## src/rtl/ps2_kbd_tx.sv

```systemverilog
// PS/2 device-side transmitter: FIFO-buffered scan-code bytes serialised as 11-bit odd-parity frames.
// Optional PS2_KBD_TX_ERRINJ_EN adds err_inject, which forces even parity on the tagged byte.
`timescale 1ns/1ps
module ps2_kbd_tx #(
  parameter int unsigned CLK_HALF = 8,
  parameter int unsigned GAP      = 16,
  parameter int unsigned DEPTH    = 8
) (
  input  logic                     clk,
  input  logic                     rst,
  input  logic [7:0]               tx_data,
  input  logic                     tx_valid,
`ifdef PS2_KBD_TX_ERRINJ_EN
  input  logic                     err_inject,
`endif
  output logic                     tx_ready,
  output logic                     ps2_clk,
  output logic                     ps2_data,
  output logic                     busy,
  output logic [$clog2(DEPTH):0]   fifo_count
);

  localparam int unsigned PTR_W   = $clog2(DEPTH);
  localparam int unsigned CW      = PTR_W + 1;
  localparam int unsigned CNT_MAX = (CLK_HALF > GAP) ? CLK_HALF : GAP;
  localparam int unsigned CNT_W   = $clog2(CNT_MAX);
`ifdef PS2_KBD_TX_ERRINJ_EN
  localparam int unsigned FIFO_W  = 9;
`else
  localparam int unsigned FIFO_W  = 8;
`endif

  typedef enum logic [1:0] {S_IDLE, S_BIT_HI, S_BIT_LO, S_GAP} state_e;

  state_e              state_q, state_d;
  logic [CNT_W-1:0]    cnt_q, cnt_d;
  logic [3:0]          bit_q, bit_d;
  logic [10:0]         frame_q, frame_d;
  logic [PTR_W-1:0]    wr_ptr_q, wr_ptr_d, rd_ptr_q, rd_ptr_d;
  logic [CW-1:0]       count_q, count_d;
  logic                ps2_clk_q, ps2_clk_d, ps2_data_q, ps2_data_d, busy_q, busy_d;
  logic [FIFO_W-1:0]   mem [DEPTH];
  logic [FIFO_W-1:0]   wr_word, rd_word;
  logic                push, pop, half_done, gap_done, parity;

  assign tx_ready   = (count_q < CW'(DEPTH));
  assign push       = tx_valid && tx_ready;
  assign pop        = (state_q == S_IDLE) && (count_q != '0);
  assign half_done  = (cnt_q == CNT_W'(CLK_HALF - 1));
  assign gap_done   = (cnt_q == CNT_W'(GAP - 1));
  assign rd_word    = mem[rd_ptr_q];

`ifdef PS2_KBD_TX_ERRINJ_EN
  assign wr_word    = {err_inject, tx_data};
  assign parity     = (~^rd_word[7:0]) ^ rd_word[8];
`else
  assign wr_word    = tx_data;
  assign parity     = ~^rd_word[7:0];
`endif

  // FIFO storage; contents need no reset since pointers and count gate every read
  always_ff @(posedge clk) begin
    if (push) mem[wr_ptr_q] <= wr_word;
  end

  // State register and datapath registers
  always_ff @(posedge clk) begin
    if (rst) begin
      state_q    <= S_IDLE;
      cnt_q      <= '0;
      bit_q      <= '0;
      frame_q    <= '1;
      wr_ptr_q   <= '0;
      rd_ptr_q   <= '0;
      count_q    <= '0;
      ps2_clk_q  <= 1'b1;
      ps2_data_q <= 1'b1;
      busy_q     <= 1'b0;
    end else begin
      state_q    <= state_d;
      cnt_q      <= cnt_d;
      bit_q      <= bit_d;
      frame_q    <= frame_d;
      wr_ptr_q   <= wr_ptr_d;
      rd_ptr_q   <= rd_ptr_d;
      count_q    <= count_d;
      ps2_clk_q  <= ps2_clk_d;
      ps2_data_q <= ps2_data_d;
      busy_q     <= busy_d;
    end
  end

  // Next-state logic
  always_comb begin
    state_d = state_q;
    case (state_q)
      S_IDLE:   if (count_q != '0) state_d = S_BIT_HI;
      S_BIT_HI: if (half_done) state_d = S_BIT_LO;
      S_BIT_LO: if (half_done) state_d = (bit_q == 4'd10) ? S_GAP : S_BIT_HI;
      S_GAP:    if (gap_done) state_d = S_IDLE;
      default:  state_d = S_IDLE;
    endcase
  end

  // Phase counter, bit index, frame load and FIFO bookkeeping
  always_comb begin
    cnt_d    = (state_d != state_q) ? '0 : cnt_q + CNT_W'(1);
    bit_d    = bit_q;
    frame_d  = frame_q;
    wr_ptr_d = push ? wr_ptr_q + PTR_W'(1) : wr_ptr_q;
    rd_ptr_d = pop  ? rd_ptr_q + PTR_W'(1) : rd_ptr_q;
    count_d  = count_q;
    if (pop) begin
      bit_d   = '0;
      frame_d = {1'b1, parity, rd_word[7:0], 1'b0};
    end else if (state_q == S_BIT_LO && half_done && bit_q != 4'd10) begin
      bit_d   = bit_q + 4'd1;
    end
    case ({push, pop})
      2'b10:   count_d = count_q + CW'(1);
      2'b01:   count_d = count_q - CW'(1);
      default: count_d = count_q;
    endcase
  end

  // Output logic; line values follow the state by one registered cycle
  always_comb begin
    ps2_clk_d  = 1'b1;
    ps2_data_d = 1'b1;
    busy_d     = (state_d != S_IDLE) || (count_d != '0);
    if (state_q == S_BIT_LO) ps2_clk_d = 1'b0;
    if (state_q == S_BIT_HI || state_q == S_BIT_LO) ps2_data_d = frame_q[bit_q];
  end

  assign ps2_clk    = ps2_clk_q;
  assign ps2_data   = ps2_data_q;
  assign busy       = busy_q;
  assign fifo_count = count_q;

endmodule

```

## config.mk

```make
export PLATFORM = sky130hd
export DESIGN_NAME = ps2_kbd_tx
export DESIGN_NICKNAME = d
export VERILOG_FILES = /design/src/rtl/ps2_kbd_tx.sv
export SDC_FILE = /design/constraint.sdc
export NUM_CORES = 1
export LEC_CHECK = 0
export CAP_MARGIN = 20
export CORE_MARGIN = 3
export CORE_UTILIZATION = 54
export CTS_BUF_LIST = sky130_fd_sc_hd__clkbuf_16
export DETAILED_ROUTE_END_ITERATION = 7
export PLACE_DENSITY = 0.72
export SYNTH_ARGS = -nofsm -noshare
export SYNTH_HDL_FRONTEND = slang
export SYNTH_SLANG_ARGS = --single-unit
export TNS_END_PERCENT = 50
```

## constraint.sdc

```tcl
create_clock -name clk -period 3.1 [get_ports clk]
set_input_delay 0.775 -clock clk [delete_from_list [all_inputs] [get_ports clk]]
set_output_delay 0.775 -clock clk [all_outputs]
set_load 0.01 [all_outputs]
```

======== After elaboration in Yosys (flattened, before gate mapping) ========
Memory sizes are Yosys's and may differ from the RTL's. A register that Yosys moved wholly into a read port is not among the register bits.
Index checks and enable logic that the tools add are counted.
storage, ports and cells
  memories kept ........................... 1
  output and inout port bits .............. 8
  bits of input ports ..................... 11
  bits in writable memories ............... 64
  word-level logic and storage cells ...... 58
  bits in registers ....................... 33
operators by class
  add/sub/neg operators ................... 6
  bitwise operators ....................... 1
  muxes and demuxes ....................... 14
  order comparisons ....................... 2
  equality and inequality tests ........... 10
  reduce and logical (&&, ||, !) cells .... 14
memory list
  name  depth  width  rd ports  clocked after memory_dff  write ports  line  source
  mem   8      8      1         1                         1            42    logic [FIFO_W-1:0] mem [DEPTH];
operators with widths
  operator                                                    number
  adder 4 x 1 -> 4 bit, second input constant                 3
  two-way mux 2 bit                                           5
  equality test 4 bit, second input constant                  2
  case mux 2 bit (4 select lines)                             1
  case mux 4 bit (2 select lines)                             1
  nonzero test 4 bit                                          2
  XNOR reduction 8 bit                                        1
  adder 3 x 1 -> 3 bit, second input constant                 2
  equality test 2 bit, second input constant                  3
  two-way mux 3 bit                                           2
  OR reduction 2 bit                                          3
  less-than comparator 4 x 5 -> 1 bit, second input constant  1
  binary-select mux 1 bit (select 4 bit)                      1
  equality test 2 x 1 -> 1 bit, second input constant         2
  equality test 4 x 3 -> 1 bit, second input constant         1
  logical AND 1 bit                                           4
  less-than comparator 4 bit, second input constant           1
  two-way mux 1 bit                                           4
  inequality test 4 bit, second input constant                1
  subtractor 4 x 1 -> 4 bit, second input constant            1
  zero test 2 bit                                             1
  logical OR 1 bit                                            2
  inequality test 2 bit                                       1
  nonzero test 2 bit                                          1
  NOT 1 bit                                                   1

======== Longest topological paths before layout ========
  depth in word-level cells ............... 6
  gate-level depth with buffers ........... 12
  gate-level depth less buffers ........... 10

======== Worst setup path before layout ========
Ideal clock, no wire load.
  path type ............................... register -> register
  start point ............................. reg count_q[0] (netlist: fifo_count[0])
  end point ............................... reg busy_q (netlist: busy)
  stages on the path, launching flop included .. 12
  setup time .............................. 133 ps
  clock period less this slack ............ 2445 ps
  arrival ................................. 2312 ps
  required time ........................... 2967 ps
  slack ................................... 655 ps
  path through ............................ dfxtp_1 > buf_2 > or3_1 > o21ai_1 > inv_2 > ha_1 > clkbuf_1 > nand2b_1 > a221oi_1 > a221oi_2 > o32ai_1 > a31oi_1
between the ends
  longest elaborated chain between the ends .. 6
  elaborated cells on any way between the ends .. 14
  classes of those cells .................. add/sub (2); order compare (1); eq/ne (2); mux (3); reduce/logical (6)
ends and longest elaborated chain
  what                                                                 line        source
  start, declared                                                      40          logic [CW-1:0] count_q, count_d;
  start signal, assigned                                               86          count_q <= count_d;
  less-than comparator 4 bit or nonzero test 4 bit (tied branches)     46, 48, 97
  logical AND 1 bit, on equally long branches                          47, 48
  equality test 2 x 1 -> 1 bit or equality test 2 bit (tied branches)  119         case ({push, pop})
  case mux 4 bit (2 select lines)                                      119
  nonzero test 4 bit                                                   130         busy_d = (state_d != S_IDLE) || (count_d != '0);
  logical OR 1 bit *                                                   130
  end signal, assigned                                                 89          busy_q <= busy_d;
  end, declared                                                        41          logic ps2_clk_q, ps2_clk_d, ps2_data_q, ps2_data_d, busy_q, busy_d;
Every way passes the cells marked *; elsewhere a longest branch is shown, timed or not.
A chain may end at the register's enable or synchronous reset.

======== Final worst setup path ========
  start point ............................. in tx_valid
  end point ............................... reg busy_q (netlist: busy)
between the ends
  longest elaborated chain between the ends .. 5
  elaborated cells on any way between the ends .. 6
  classes of those cells .................. eq/ne (2); mux (1); reduce/logical (3)
ends and longest elaborated chain
  what                                                                 line  source
  start, declared                                                      12    input logic tx_valid,
  logical AND 1 bit *                                                  47    assign push = tx_valid && tx_ready;
  equality test 2 x 1 -> 1 bit or equality test 2 bit (tied branches)  119
  case mux 4 bit (2 select lines) *                                    119
  nonzero test 4 bit *                                                 130
  logical OR 1 bit *                                                   130
Marked as above.

==> out/results.txt <==
Sequential share of the synthesized area: 55.8%
DR vias: 2786
Peak supply drop: 0.351 mV
Initial Utilization: 56.5%
Post-Synthesis Cells: 361
Routed Antenna Nets: 0
Hold Violations, Final: 0
Status: finished, final reports clean
Fillers: 653
CP arrival: 2.78 ns
Pwr per Cell Area: 752 nW/um2
TritonCTS clock tree: done
LEAKAGE: 1.79 nW
Count leader, synth: edfxtp_1
Busiest layer in global routing: met2
Total power: 4.02 mW
Post-synth EDFFs: 64
Global-route wire length before repair: 13700 um
Cts repair resizes: 0
Layout net count: 412
Row Count: 33
TritonCTS Buffers: 9
GRT Resource Usage Total: 18.0%
Core Area: 8380 um2
Clk root buf: clkbuf_16
Pre-Repair DR Iteration Count: 4
Peak Freq: 389 MHz
Reg2Reg Launch Point: state_q[1]
Largest net degree at the start of global routing: 21
Pre-CTS setup slack: 0.217 ns
Die X: 99.6 um
Setup_tns: 0 ns
Minimum clock period: 2.57 ns
GP Congestion: 0.834
Setup Viol. Count Final: 0
Initial antenna violation count: 0
P&R area growth vs syn: 13.1%
Met1 Use GR: 20.8%
Cts hold-fix bufs: 0
Critical Path Sink Type: flop
Relative slew slack: 51.2%
WL per Instance: 16.2 um
Clock Latency Late Sink: 0.34 ns
Detail Placement HPWL: 5960 um
Max_cap viols: 0
Largest area contributor in the netlist: edfxtp_1
Syn. warnings: 0
Slew @ Worst Pin: 0.731 ns
CP startpoint kind: primary input
Detailed Route WL: 8070 um
Final worst slack: 0.532 ns
Num Clock Sinks: 100
Post-synth cell types: 45
# H-tree levels: 3
Yosys top cell area share: 40.6%
RSZ-0062 raised after global routing: false
Period utilisation layout: 82.8%
Chip Height: 99.6 um
Ys async rst share: 0%
Syn avg cell area: 13.1 um2
Synth top area cells: edfxtp_1 41%, dfxtp_1 15%, xnor2_1 11%, mux4_2 8.6%, ha_1 3.2%
Fraction of layout cells with a size suffix above 1: 13.2%
Slew Limit Fails: 0
Global routing usage on met2: 32.3%
Hold slack: 0.449 ns
Synth Register Bits: 100
Synth Flop Type: edfxtp_1
Worst hold path type: reg -> reg
Synth Cell Area: 4730 um2
CTS max path bufs: 2
CP Data Required Time: 3.31 ns
Io pins: 19
Grt met3 use: 3.86%
Worst setup path start: tx_valid
Crit-path max FO: 5
DIE AREA: 9930 um2
Setup Buffers After CTS: 0
Number of antenna cells inserted: 0
Syn Nets: 384
Clock transition at path regs: 0.06 ns
Starting DRT DRC Count: 112
Hold_sp: cnt_q[0]
Drc violations: 0
Commonest cells in the netlist: 64 x edfxtp_1, 61 x xnor2_1, 36 x dfxtp_1
Layout Skew: 0.00700 ns
Port Buf Inserts: 18
CP Class: in -> reg
Vias in the first global route: 2847
Vias per inst: 5.58
Total global routing overflow: 0
## worst paths after layout
path	to	slack, ns	depth (start not counted)
worst max-delay path	busy	0.53	9
worst min-delay path	cnt_q[0]	0.45	1
worst max register to register	busy	0.55	10
worst min register to register	cnt_q[0]	0.45	1
## routing by layer
| layer | vias to the layer above | wire (um) |
|---|---|---|
| li1 | 1365 | - |
| met1 | 1363 | 3390 |
| met2 | 43 | 4240 |
| met3 | 15 | 273 |
| met4 | 0 | 155 |
| met5 | - | 0 |
## sequential cells by signal (all words and copies together) (netlist names), named ones only
name        count
cnt_q           4
busy            1
fifo_count      4
ps2_clk         1
ps2_data        1
bit_q           4
mem            64
state_q         2
frame_q        10
wr_ptr_q        3
rd_ptr_q        3
## power by group
part | internal, mW | total [mW] | switching [mW] | leakage [nW]
clock | 0.548 | 1.02 | 0.477 | 0.133
combinational | 0.626 | 1.28 | 0.655 | 0.776
sequential | 1.58 | 1.72 | 0.135 | 0.876
## metrics by stage
step	std cells	instance area (um2)	utilization, %
floorplan	361	4730	-
global placement	483	5080	60.6
detailed placement	483	5080	60.6
CTS	499	5350	63.9
global route	499	5350	63.9
finish	499	5350	63.9
## cells by family after synthesis
family / Yosys count / share of synthesized area, %
compound gates: 44 / 6.40
xor+xnor: 67 / 12.4
fa+ha+maj: 12 / 3.17
buf+inv: 24 / 2.27
flops: 100 / 55.8
mux: 33 / 12.1
simple gates: 81 / 7.88
## layout make-up
cell class | count | area (um2) | area share, %
inverters | 9 | 33.8 | 0.631
well taps | 105 | 131 | 2.45
repair buffers | 32 | 285 | 5.33
multi-input cells | 237 | 1980 | 37.1
clock buffers | 9 | 225 | 4.21
clock inverters | 7 | 51.3 | 0.958
flip-flops and latches | 100 | 2640 | 49.4
## worst max-delay path, stage by stage
cell             delay [ns]
clkdlybuf4s50_1        0.47
nor2b_2                0.24
inv_2                  0.08
ha_1                   0.31
nand2b_1               0.14
a221oi_1               0.29
a221oi_2               0.13
o32ai_1                0.20
a31oi_1                0.13
## layout by cell type, fill, tap and decap left out, drive strengths merged, types with 8 or more instances in the layout
master | netlist | layout
mux2i | 14 | 14
xnor2 | 61 | 61
a21oi | 14 | 14
nand2 | 25 | 25
o21ai | 8 | 8
ha | 12 | 12
nor2 | 29 | 29
edfxtp | 64 | 64
o211ai | 8 | 8
mux4 | 19 | 19
clkdlybuf4s50 | 0 | 18
clkbuf | 6 | 9
buf | 9 | 14
inv | 9 | 12
dfxtp | 36 | 36
(Power assumes the default switching activity.)
